[config.mk]
export PLATFORM = sky130hd
export DESIGN_NAME = load_store_unit_flat
export DESIGN_NICKNAME = d
export VERILOG_FILES = /design/src/rtl/load_store_unit_if.sv /design/src/rtl/load_store_unit.sv /design/src/flat_wrapper.sv
export SDC_FILE = /design/constraint.sdc
export NUM_CORES = 1
export LEC_CHECK = 0
export ABC_AREA = 1
export ABC_CLOCK_PERIOD_IN_PS = 11900
export BUFFER_PORTS_ARGS = -buffer_cell sky130_fd_sc_hd__buf_2
export CORE_AREA = 2 2 155 96
export DETAILED_ROUTE_END_ITERATION = 7
export DIE_AREA = 0 0 157 98
export HOLD_SLACK_MARGIN = 0.06
export PLACE_DENSITY = 0.92
export SYNTH_ARGS = -nofsm -noshare
export SYNTH_HDL_FRONTEND = slang
export SYNTH_SLANG_ARGS = --single-unit
[constraint.sdc]
create_clock -name clock -period 11.9 [get_ports clock]
set_input_delay 2.38 -clock clock [delete_from_list [all_inputs] [get_ports clock]]
set_output_delay 2.38 -clock clock [all_outputs]
set_load 0.01 [all_outputs]
[src/rtl/load_store_unit_if.sv]
// Request/response handshake and data_memory port bundle for load_store_unit.
interface load_store_unit_if;
   logic        req_valid;
   logic        req_ready;
   logic        req_write;
   logic [2:0]  req_funct3;
   logic [31:0] req_address;
   logic [31:0] req_wdata;
   logic        resp_valid;
   logic        resp_ready;
   logic [31:0] resp_rdata;
   logic        resp_error;
   logic [1:0]  resp_error_code;
   logic        mem_read_enable;
   logic        mem_write_enable;
   logic [31:0] mem_address;
   logic [31:0] mem_write_data;
   logic [31:0] mem_read_data;

   // Execute stage plus data_memory side
   modport master (
      output req_valid, req_write, req_funct3, req_address, req_wdata,
      output resp_ready, mem_read_data,
      input  req_ready, resp_valid, resp_rdata, resp_error, resp_error_code,
      input  mem_read_enable, mem_write_enable, mem_address, mem_write_data
   );

   // The load/store unit itself
   modport slave (
      input  req_valid, req_write, req_funct3, req_address, req_wdata,
      input  resp_ready, mem_read_data,
      output req_ready, resp_valid, resp_rdata, resp_error, resp_error_code,
      output mem_read_enable, mem_write_enable, mem_address, mem_write_data
   );
endinterface

[src/rtl/load_store_unit.sv]
// Memory-access stage: byte-addressed RISC-V loads/stores mapped onto a
// word-indexed data_memory, with read-modify-write for sub-word stores.
module load_store_unit #(
   parameter int unsigned MEM_WORDS = 1024
) (
   input logic             clock,
   input logic             reset,
   load_store_unit_if.slave bus
);

   typedef enum logic [1:0] {IDLE, READ, WRITE, RESP} state_t;

   state_t      state;
   state_t      state_next;

   logic [31:0] addr_q;
   logic [31:0] wdata_q;
   logic [2:0]  funct3_q;
   logic        write_q;
   logic [31:0] word_q;
   logic [31:0] rdata_q;
   logic        error_q;
   logic [1:0]  code_q;

   logic [1:0]  check_code;
   logic [31:0] lane_shift;
   logic [7:0]  lane_byte;
   logic [15:0] lane_half;
   logic [31:0] load_value;
   logic [31:0] store_word;

   // Fault classification of the incoming request, highest precedence first
   always_comb begin
      check_code = 2'b00;
      if (bus.req_write ? (bus.req_funct3 > 3'd2)
                        : (bus.req_funct3 == 3'd3 || bus.req_funct3[2:1] == 2'b11))
         check_code = 2'b11;
      else if ((bus.req_funct3[1:0] == 2'd1 && bus.req_address[0]) ||
               (bus.req_funct3[1:0] == 2'd2 && bus.req_address[1:0] != 2'b00))
         check_code = 2'b01;
      else if ({2'b00, bus.req_address[31:2]} >= MEM_WORDS)
         check_code = 2'b10;
   end

   // State register
   always_ff @(posedge clock or posedge reset) begin
      if (reset)
         state <= IDLE;
      else
         state <= state_next;
   end

   // Next-state selection
   always_comb begin
      state_next = state;
      case (state)
         IDLE: begin
            if (bus.req_valid) begin
               if (check_code != 2'b00)
                  state_next = RESP;
               else if (bus.req_write && bus.req_funct3 == 3'd2)
                  state_next = WRITE;
               else
                  state_next = READ;
            end
         end
         READ:    state_next = write_q ? WRITE : RESP;
         WRITE:   state_next = RESP;
         RESP:    state_next = bus.resp_ready ? IDLE : RESP;
         default: state_next = IDLE;
      endcase
   end

   // Lane extraction of the word arriving from data_memory (feeds a register only)
   always_comb begin
      lane_shift = bus.mem_read_data >> {addr_q[1:0], 3'b000};
      lane_byte  = lane_shift[7:0];
      lane_half  = addr_q[1] ? bus.mem_read_data[31:16] : bus.mem_read_data[15:0];
      case (funct3_q)
         3'd0:    load_value = {{24{lane_byte[7]}}, lane_byte};
         3'd1:    load_value = {{16{lane_half[15]}}, lane_half};
         3'd2:    load_value = bus.mem_read_data;
         3'd4:    load_value = {24'b0, lane_byte};
         3'd5:    load_value = {16'b0, lane_half};
         default: load_value = '0;
      endcase
   end

   // Merge of store data into the captured word
   always_comb begin
      store_word = wdata_q;
      case (funct3_q[1:0])
         2'd0: begin
            store_word = word_q;
            store_word[{addr_q[1:0], 3'b000} +: 8] = wdata_q[7:0];
         end
         2'd1: begin
            store_word = word_q;
            store_word[{addr_q[1], 4'b0000} +: 16] = wdata_q[15:0];
         end
         default: store_word = wdata_q;
      endcase
   end

   // Request latch, read-word capture and response registers
   always_ff @(posedge clock or posedge reset) begin
      if (reset) begin
         addr_q   <= '0;
         wdata_q  <= '0;
         funct3_q <= '0;
         write_q  <= 1'b0;
         word_q   <= '0;
         rdata_q  <= '0;
         error_q  <= 1'b0;
         code_q   <= '0;
      end else begin
         case (state)
            IDLE: begin
               if (bus.req_valid) begin
                  addr_q   <= bus.req_address;
                  wdata_q  <= bus.req_wdata;
                  funct3_q <= bus.req_funct3;
                  write_q  <= bus.req_write;
                  error_q  <= (check_code != 2'b00);
                  code_q   <= check_code;
                  rdata_q  <= '0;
               end
            end
            READ: begin
               word_q <= bus.mem_read_data;
               if (!write_q)
                  rdata_q <= load_value;
            end
            default: ;
         endcase
      end
   end

   // Moore outputs decoded from the current state
   always_comb begin
      bus.req_ready        = (state == IDLE);
      bus.resp_valid       = (state == RESP);
      bus.mem_read_enable  = (state == READ);
      bus.mem_write_enable = (state == WRITE);
      bus.mem_address      = (state == READ || state == WRITE) ? {2'b00, addr_q[31:2]} : '0;
      bus.mem_write_data   = (state == WRITE) ? store_word : '0;
      bus.resp_rdata       = (state == RESP) ? rdata_q : '0;
      bus.resp_error       = (state == RESP) && error_q;
      bus.resp_error_code  = (state == RESP) ? code_q : '0;
   end

endmodule

[src/flat_wrapper.sv]
// flat-port wrapper written by rule: the top's interface ports become plain ports
module load_store_unit_flat 
#(
   parameter int unsigned MEM_WORDS = 1024
)
  (clock, reset, bus_req_valid, bus_req_write, bus_req_funct3, bus_req_address, bus_req_wdata, bus_resp_ready, bus_mem_read_data, bus_req_ready, bus_resp_valid, bus_resp_rdata, bus_resp_error, bus_resp_error_code, bus_mem_read_enable, bus_mem_write_enable, bus_mem_address, bus_mem_write_data);
  load_store_unit_if bus_i ();
  input logic clock;
  input logic reset;
  input wire logic [$bits(bus_i.req_valid)-1:0] bus_req_valid;
  input wire logic [$bits(bus_i.req_write)-1:0] bus_req_write;
  input wire logic [$bits(bus_i.req_funct3)-1:0] bus_req_funct3;
  input wire logic [$bits(bus_i.req_address)-1:0] bus_req_address;
  input wire logic [$bits(bus_i.req_wdata)-1:0] bus_req_wdata;
  input wire logic [$bits(bus_i.resp_ready)-1:0] bus_resp_ready;
  input wire logic [$bits(bus_i.mem_read_data)-1:0] bus_mem_read_data;
  output wire logic [$bits(bus_i.req_ready)-1:0] bus_req_ready;
  output wire logic [$bits(bus_i.resp_valid)-1:0] bus_resp_valid;
  output wire logic [$bits(bus_i.resp_rdata)-1:0] bus_resp_rdata;
  output wire logic [$bits(bus_i.resp_error)-1:0] bus_resp_error;
  output wire logic [$bits(bus_i.resp_error_code)-1:0] bus_resp_error_code;
  output wire logic [$bits(bus_i.mem_read_enable)-1:0] bus_mem_read_enable;
  output wire logic [$bits(bus_i.mem_write_enable)-1:0] bus_mem_write_enable;
  output wire logic [$bits(bus_i.mem_address)-1:0] bus_mem_address;
  output wire logic [$bits(bus_i.mem_write_data)-1:0] bus_mem_write_data;
  assign bus_i.req_valid = bus_req_valid;
  assign bus_i.req_write = bus_req_write;
  assign bus_i.req_funct3 = bus_req_funct3;
  assign bus_i.req_address = bus_req_address;
  assign bus_i.req_wdata = bus_req_wdata;
  assign bus_i.resp_ready = bus_resp_ready;
  assign bus_i.mem_read_data = bus_mem_read_data;
  assign bus_req_ready = bus_i.req_ready;
  assign bus_resp_valid = bus_i.resp_valid;
  assign bus_resp_rdata = bus_i.resp_rdata;
  assign bus_resp_error = bus_i.resp_error;
  assign bus_resp_error_code = bus_i.resp_error_code;
  assign bus_mem_read_enable = bus_i.mem_read_enable;
  assign bus_mem_write_enable = bus_i.mem_write_enable;
  assign bus_mem_address = bus_i.mem_address;
  assign bus_mem_write_data = bus_i.mem_write_data;
  load_store_unit #(.MEM_WORDS(MEM_WORDS)) u_core (.clock(clock), .reset(reset), .bus(bus_i));
endmodule
==> flow_summary.toml, run 1 <==
[global_route]
use_met2 = 0.466
grt_usage = 0.335
gr-usage-met1 = 0.514
overflow = 0
grt-busiest-layer = "met1"
grt_util_met3 = 0.0954
grt_pass1_vias = 7794
antenna_found_initial = 0
grt_max_degree = 72
grt_pass1_wl_mm = 40.3

[final_layout]
drive_gt1_frac = 0.185
area_delta_synth_final_pct = 21.1
layout.nets = 1497
diodes = 0

[worst_setup_path]
cp_max_fo = 39
startpoint = "u_core.addr_q[1]"
timing.rr.start = "u_core.addr_q[1]"
crit_type = "register to output pin"
path_buf_inv = 3
slowest_delay_ns = 1.10
cp_data_arrival_time_ns = 3.86
cp-end-kind = "output pin"
crit_path_start_kind = "register"
cp_num_cells = 8
rrSetupSlack_ns = 8.75
r2r_end = "u_core.rdata_q[28]"
worstRegToRegCells = 7
path_cells = "inv_1 -> ha_1 -> inv_2 -> nand3_1 -> o22ai_1 -> nand2_1 -> a21oi_1 -> buf_2"
endpoint = "bus_mem_write_data[15]"
slowest_stage = "dfrtp_1"
crit_family = "flip-flops"
required_ns = 9.52

[floorplanning]
rows = 34
coreArea_um2 = 14100
dieArea_um2 = 15400
die_y_um = 98
start_util = 0.566
die_w_um = 157
io_pins = 207

[power]
ir_worst_vdd_mv = 0.291
p_leak_uw = 0.00583
clkPwrFrac = 0.207
power.internal_uw = 1420
power_density_nw_per_um2 = 281
switching_power_uw = 1290
pwr-share-comb = 0.487
swShare = 0.476
pwr-share-seq = 0.307

[sta]
min_period_over_period = 0.525
maxSlewHeadroom = 0.190
hold_viol = 0
fin_skew_ns = 0.00930
setup_tns_ns = 0
setup_violations = 0
period_needed_ns = 6.24
drv_slew = 0
worst_pin_slew_ns = 1.21
timing.hold.ws_ns = 0.479
rsz0062_at_grt = "false"
max_freq_mhz = 160

[drt]
drt_iter0_markers = 1004
vias = 8448
wl_mm = 25.3
avgRoutedWirePerCell_um = 15.9
routed_via_density = 5.30
postRouteAntennaNets = 0
drcViolationCount = 0
drtPass1Iterations = 6

[place]
numPortBuffers = 204
gp_congestion = 0.929
dp_hpwl_mm = 18.0

[hold_path]
hp-start = "u_core.addr_q[5]"
hold_path.class = "register to register"

[logic_synthesis]
synth-seq-cells = 137
ys_async_sr_fraction = 1.00
synth_top_cell_area_share = 0.430
synth.distinct_cells = 29
yosysSeqAreaShare = 0.430
yosysMostFrequentCell = "nand2_1"
syn_avg_cell_area_um2 = 6.55
synth-edff-count = 0
ys_warn_count = 0
yosys.area.top_type = "dfrtp_1"
ys_top_cells_by_area = "dfrtp_1 43%, nand2_1 27%, inv_1 7.0%"
synth_area_um2 = 7970
netlist_instances = 1216
netlist_top_cells_count = "575 x nand2_1, 149 x inv_1, 137 x dfrtp_1"
yosys_most_used_dff = "dfrtp_1"

[cts]
clock_sinks = 137
cts_root_buf = "clkbuf_16"
cts_max_level = 4
cts_setup_buffers = 0
cts.reportedPaths.clkPinSlew_ns = 0.06
cts_tree = "built"
clkLatencyLatePin_ns = 0.42
cts_hold_buf = 0
clockBufferDepth = 2
ctsResizeCount = 0
cts_buffers = 17

[flow_run]
drv_cap = 0

[run_status]
status = "finished clean"
==> sequential cells by signal, summed over array words and instances (netlist names) <==
signal / cells
u_core.word_q: 32
u_core.state: 2
u_core.addr_q: 32
u_core.write_q: 1
u_core.code_q: 2
u_core.rdata_q: 32
u_core.wdata_q: 32
u_core.funct3_q: 3
u_core.error_q: 1
==> area by class of cell <==
type                       instances  area (µm²)
clock inverter                    14         185
tap                              198         248
timing repair buffer             212        1080
sequential                       137        3430
clock buffer                      18         439
inverter                         157         592
fill                            1228        4430
multi-input combinational        859        3670
==> per-layer routing <==
layer  vias to the layer above  routed length (µm)
li1                       4045                   -
met1                      3828               11200
met2                       531               10300
met3                        44                3410
met4                         0                 413
met5                         -                   0
==> power by group through the flow <==
stage	Sequential, µW	Combinational (µW)	Clock, µW
after floorplan	748	948	0
after global placement	818	1260	0
after detailed placement	824	1280	0
after CTS	820	1300	563
after global routing	845	1480	588
final	831	1320	559
==> placed cells by master (no fill, tap or decap), types with 2 or more instances in the layout <==
cell type	synthesis	layout
a21oi_1	68	67
a22oi_1	9	9
and2_1	2	2
buf_2	17	204
buf_4	5	8
bufinv_16	0	3
clkbuf_16	0	17
clkinv_1	3	2
clkinv_4	0	2
clkinvlp_4	0	3
conb_1	1	2
dfrtp_1	137	137
ha_1	9	8
inv_1	149	148
inv_2	5	6
inv_6	0	5
nand2_1	575	574
nand2_2	2	3
nand3_1	21	21
nor2_1	48	48
nor3_1	7	7
o211ai_1	2	2
o21ai_0	83	83
o21ai_1	9	9
o22ai_1	16	16
==> cell families after synthesis <==
group / synth area share
adder cells (fa/ha/maj): 0.0141
AND/OR/NAND/NOR: 0.320
other: 0.000471
AO/OA/AOI/OAI: 0.125
buffers and inverters: 0.110
flip-flops: 0.430
==> worst min path at each step <==
stage,endpoint,slack (ns),cells after the start
2_1_floorplan,u_core.addr_q[10],0.45,2
3_3_place_gp,u_core.addr_q[28],0.46,2
3_5_place_dp,u_core.addr_q[4],0.46,2
4_1_cts,u_core.addr_q[4],0.48,2
5_1_grt,u_core.addr_q[5],0.50,2
6_report,u_core.addr_q[5],0.48,2
==> stage by stage <==
step | setup WS (ns) | instance area, µm² | total power (µW) | instances | utilization
2_1_floorplan | 5.85 | 7970 | 1700 | 1217 | -
3_3_place_gp | 6.36 | 9020 | 2070 | 1563 | 0.641
3_5_place_dp | 6.32 | 9020 | 2110 | 1563 | 0.641
4_1_cts | 5.87 | 9650 | 2680 | 1595 | 0.685
5_1_grt | 5.48 | 9650 | 2910 | 1595 | 0.685
6_report | 5.66 | 9650 | 2710 | 1595 | 0.685
==> worst min-delay path, stage by stage (launching register included) <==
cell	delay (ns)
dfrtp_1	0.34
nand2_1	0.05
nand2_1	0.06
Power figures use the tool's default switching activity.
==> inputs of run 2 (changes only) <==
--- a/config.mk
+++ b/config.mk
@@ -6,13 +6,13 @@
 export NUM_CORES = 1
 export LEC_CHECK = 0
 export ABC_AREA = 1
-export ABC_CLOCK_PERIOD_IN_PS = 11900
+export ABC_CLOCK_PERIOD_IN_PS = 5400
 export BUFFER_PORTS_ARGS = -buffer_cell sky130_fd_sc_hd__buf_2
-export CORE_AREA = 2 2 155 96
+export CORE_AREA = 2 2 168 104
 export DETAILED_ROUTE_END_ITERATION = 7
-export DIE_AREA = 0 0 157 98
+export DIE_AREA = 0 0 170 106
 export HOLD_SLACK_MARGIN = 0.06
-export PLACE_DENSITY = 0.92
+export PLACE_DENSITY = 0.84
 export SYNTH_ARGS = -nofsm -noshare
 export SYNTH_HDL_FRONTEND = slang
 export SYNTH_SLANG_ARGS = --single-unit
==> constraint.sdc (replaced) <==
create_clock -name clock -period 5.4 [get_ports clock]
set_input_delay 1.08 -clock clock [delete_from_list [all_inputs] [get_ports clock]]
set_output_delay 1.08 -clock clock [all_outputs]
set_load 0.01 [all_outputs]
==> run 2 against run 1 <==
Against the previous run: final area increased by 0.19%; critical path type unchanged; critical path depth decreased by 1; total power increased by 120%; largest power group unchanged; cell count increased by 1.1%; largest cell class unchanged.
==> flow_summary.toml, run 2 (synthesis results as in run 1) <==
[drt]
wl_mm = 25.1
drcViolationCount = 0
routed_via_density = 5.22
avgRoutedWirePerCell_um = 15.6
drt_iter0_markers = 1000
postRouteAntennaNets = 0
drtPass1Iterations = 6
vias = 8417

[cts]
cts_root_buf = "clkbuf_16"
cts_max_level = 4
clockBufferDepth = 2
cts_tree = "built"
clkLatencyLatePin_ns = 0.43
ctsResizeCount = 0
cts_hold_buf = 0
cts_setup_buffers = 0
cts_buffers = 17
cts.reportedPaths.clkPinSlew_ns = 0.06
clock_sinks = 137

[sta]
setup_tns_ns = 0
timing.hold.ws_ns = 0.481
maxSlewHeadroom = 0.288
setup_slack_ns = 1.33
setup_violations = 0
worst_pin_slew_ns = 1.07
drv_slew = 0
hold_viol = 0
min_period_over_period = 0.754
max_freq_mhz = 246
period_needed_ns = 4.07
fin_skew_ns = 0.00800
rsz0062_at_grt = "false"

[final_layout]
diodes = 0
final_cell_mix = "574 x nand2_1, 204 x buf_2, 148 x inv_1"
final_common_cell = "nand2_1"
drive_gt1_frac = 0.187
area_delta_synth_final_pct = 21.3
layout.nets = 1499

[place]
dp_hpwl_mm = 18.1
post-place-ws_ns = 1.84
numPortBuffers = 204
gp_congestion = 0.953

[worst_setup_path]
timing.rr.start = "u_core.funct3_q[1]"
slowest_stage = "inv_1"
slowest_delay_ns = 0.53
r2r_end = "u_core.rdata_q[24]"
rrSetupSlack_ns = 2.87
cp_data_arrival_time_ns = 2.99
worstRegToRegCells = 7
cp_max_fo = 23
cp-end-kind = "output pin"
startpoint = "u_core.addr_q[1]"
crit_type = "register to output pin"
crit_path_start_kind = "register"
required_ns = 4.32
path_cells = "inv_1 -> ha_1 -> inv_2 -> nor4_4 -> nand2_1 -> a21oi_1 -> buf_2"

[flow_run]
drv_cap = 0

[global_route]
grt_util_met3 = 0.105
grt_usage = 0.283
antenna_found_initial = 1
grt-busiest-layer = "met1"
overflow = 0
grt_max_degree = 100
gr-usage-met1 = 0.425
grt_pass1_vias = 7507
grt_pass1_wl_mm = 39.7
use_met2 = 0.385

[floorplanning]
start_util = 0.478
die_y_um = 106
io_pins = 207
die_w_um = 170
rows = 37
dieArea_um2 = 18000
coreArea_um2 = 16700

[power]
power_density_nw_per_um2 = 615
p_leak_uw = 0.00583
total_power_uw = 5940
ir_worst_vdd_mv = 0.322

[run_status]
status = "finished clean"

[hold_path]
hold_path.class = "register to register"
hp-start = "u_core.addr_q[7]"
whs_endpoint = "u_core.addr_q[7]"
min_path_cells = 2
==> run 2: per-layer routing <==
metal	up-vias	wire length (µm)
met5	-	0
met4	0	347
met3	38	3170
met2	483	10000
met1	3841	11600
li1	4055	-
==> run 2: worst max-delay path: cells and delay by family (launching register included) <==
family	cells	cell delay, ns
AOI/OAI and AO/OA	1	0.24
adders and majority gates	1	0.47
buffers and inverters	3	0.90
DFF	1	0.37
and+or+nand+nor	2	0.57
==> run 2: per-stage QoR <==
stage	instances	util	instance area (µm²)
3_5_place_dp	1581	0.544	9060
3_3_place_gp	1581	0.544	9060
5_1_grt	1613	0.580	9670
6_report	1613	0.580	9670
2_1_floorplan	1217	-	7970
4_1_cts	1613	0.580	9670
==> run 2: worst max-delay path by stage <==
stage,to,slack [ns],depth (start not counted)
floorplan,u_core.addr_q[0],0.65,1
global placement,bus_mem_write_data[0],1.93,7
detailed placement,bus_mem_write_data[0],1.84,7
CTS,bus_mem_write_data[0],1.41,7
global route,bus_mem_write_data[0],1.11,7
finish,bus_mem_write_data[0],1.33,7
==> run 2: where the power goes <==
group | switching (µW) | internal [µW] | leakage, µW
clock network | 517 | 701 | 0.000289
registers | 328 | 1460 | 0.00173
logic | 2010 | 927 | 0.00381
total | 2860 | 3090 | 0.00583
==> run 2: final cells by class <==
| class | instances | area (µm²) |
|---|---|---|
| Fill cell | 1580 | 7000 |
| Multi-Input combinational cell | 859 | 3670 |
| Sequential cell | 137 | 3430 |
| Timing Repair Buffer | 214 | 1100 |
| Inverter | 157 | 594 |
| Clock buffer | 17 | 425 |
| Tap cell | 214 | 268 |
| Clock inverter | 15 | 180 |
==> inputs of run 3 (changes only) <==
--- a/config.mk
+++ b/config.mk
@@ -6,7 +6,7 @@
 export NUM_CORES = 1
 export LEC_CHECK = 0
 export ABC_AREA = 1
-export ABC_CLOCK_PERIOD_IN_PS = 5400
+export ABC_CLOCK_PERIOD_IN_PS = 3400
 export BUFFER_PORTS_ARGS = -buffer_cell sky130_fd_sc_hd__buf_2
 export CORE_AREA = 2 2 168 104
 export DETAILED_ROUTE_END_ITERATION = 7
==> constraint.sdc (replaced) <==
create_clock -name clock -period 3.4 [get_ports clock]
set_input_delay 0.68 -clock clock [delete_from_list [all_inputs] [get_ports clock]]
set_output_delay 0.68 -clock clock [all_outputs]
set_load 0.01 [all_outputs]
==> run 3 against run 2 <==
Against the previous run: count of clock-buffer cells in the layout grew 2; clock skew grew 0.0051 ns; first-iteration DRC count fell by 21%; cell count grew 0.50%; register-to-register slack got worse by 1.8 ns; utilization up 0.17 points; non-clock buffer count up 8; sequential share of layout area shrank 0.11 points; via count is essentially flat; critical path depth up 1; wire length grew 0.48%; die area is the same; largest cell class unchanged; largest power group unchanged; highest routed layer unchanged.
==> flow_summary.toml, run 3 (synthesis results as in run 1) <==
[run_status]
status = "finished clean"

[cts]
ctsResizeCount = 0
cts_setup_buffers = 0
cts_hold_buf = 0
clkLatencyLatePin_ns = 0.42
cts_buffers = 17
cts_max_level = 4
cts_tree = "built"
cts.reportedPaths.clkPinSlew_ns = 0.06
cts_root_buf = "clkbuf_16"
clockBufferDepth = 2
clock_sinks = 137

[final_layout]
ff_latch_area_um2 = 3430
fill_cells = 1610
final_util = 0.582
final_common_cell = "nand2_1"
final_cell_mix = "574 x nand2_1, 204 x buf_2, 148 x inv_1"
multi_input_area_um2 = 3670
drive_gt1_frac = 0.190
diodes = 0
layout.nets = 1507
area_delta_synth_final_pct = 21.7

[sta]
max_freq_mhz = 311
period_needed_ns = 3.22
setup_tns_ns = 0
fin_skew_ns = 0.0130
maxSlewHeadroom = 0.415
worst_pin_slew_ns = 0.873
drv_slew = 0
hold_viol = 0
setup_violations = 0
min_period_over_period = 0.946
rsz0062_at_grt = "false"

[power]
p_leak_uw = 0.00584
power_density_nw_per_um2 = 963
ir_worst_vdd_mv = 0.528

[drt]
wl_mm = 25.2
drtPass1Iterations = 5
drcViolationCount = 0
drt_iter0_markers = 791
postRouteAntennaNets = 0
avgRoutedWirePerCell_um = 15.6
vias = 8425
routed_via_density = 5.20

[worst_setup_path]
timing.rr.start = "u_core.state[0]"
cp_data_arrival_time_ns = 2.54
worstRegToRegCells = 8
rrSetupSlack_ns = 1.06
endpoint = "bus_mem_write_data[18]"
slowest_delay_ns = 0.45
required_ns = 2.72
crit_path_start_kind = "register"
cp-end-kind = "output pin"
path_cells = "buf_4 -> nor2_1 -> buf_4 -> nand2_2 -> nor2_1 -> nor2_1 -> a21oi_1 -> buf_2"
crit_top_cell = "nor2_1"
cp_max_fo = 19
cp_num_cells = 8
crit_family = "buffers and inverters"
crit_type = "register to output pin"
slowest_stage = "dfrtp_1"
r2r_end = "u_core.state[0]"
path_buf_inv = 3
startpoint = "u_core.funct3_q[1]"

[global_route]
grt_pass1_vias = 7467
grt_usage = 0.282
grt-busiest-layer = "met1"
use_met2 = 0.383
grt_pass1_wl_mm = 39.4
grt_max_degree = 75
overflow = 0
antenna_found_initial = 0
gr-usage-met1 = 0.423
grt_util_met3 = 0.101

[hold_path]
hold_path.class = "input port to async pin"

[floorplanning]
die_w_um = 170
io_pins = 207
dieArea_um2 = 18000
start_util = 0.478
coreArea_um2 = 16700
die_y_um = 106
rows = 37

[place]
numPortBuffers = 204
dp_hpwl_mm = 18.6
gp_congestion = 0.961

[flow_run]
drv_cap = 0
run 3: cell types whose count changed in the layout (fill, tap and decap cells not counted), sizes merged:
cell / before / now
inv: 164 / 160
clkinvlp: 3 / 5
clkinv: 3 / 5
buf: 214 / 222
bufinv: 2 / 0
clkbuf: 17 / 19
run 3: layout make-up:
cell class                 instances  share of cell area
inverter                         157              0.0612
clock inverter                    13              0.0111
timing repair buffer             222               0.122
clock buffer                      19              0.0457
multi-input combinational        859               0.379
tap                              214              0.0276
sequential                       137               0.354
run 3: how the worst min path moves through the flow:
stage / startpoint / end / cells after the start
after floorplan: u_core.addr_q[10] / u_core.addr_q[10] / 2
after global placement: u_core.addr_q[19] / u_core.addr_q[19] / 2
after detailed placement: u_core.addr_q[3] / u_core.addr_q[3] / 2
after CTS: reset / u_core.wdata_q[25] / 2
after global routing: reset / u_core.wdata_q[28] / 2
final: reset / u_core.wdata_q[11] / 2
run 3: stage by stage:
step                std cells  total power (µW)  setup slack (ns)  hold slack [ns]  instance area, µm²
detailed placement       1589              7480             0.747            0.465                9140
floorplan                1217              5940             0.721            0.449                7970
CTS                      1621              9260             0.287            0.292                9690
finish                   1621              9340             0.183            0.291                9690
global placement         1589              7410             0.826            0.461                9140
global route             1621             10100            0.0651            0.323                9690
run 3: layer usage:
| metal | part of all wire | up-vias |
|---|---|---|
| met4 | 0.017 | 0 |
| met1 | 0.46 | 3838 |
| met3 | 0.13 | 40 |
| li1 | - | 4071 |
| met5 | 0 | - |
| met2 | 0.39 | 476 |
run 3: worst register-to-register path, stage by stage, from the launching register on:
cell,delay (ns)
dfrtp_1,0.41
inv_1,0.08
ha_1,0.23
inv_1,0.58
buf_4,0.29
o21ai_0,0.10
or2_2,0.28
a21oi_1,0.15
nand2_1,0.08
run 3: report_power, final:
group	switching, µW	internal, µW	total, µW	leakage, µW
combinational	3270	1540	4810	0.00385
sequential	466	2320	2780	0.00173
clock	779	969	1750	0.000259
total	4520	4820	9340	0.00584
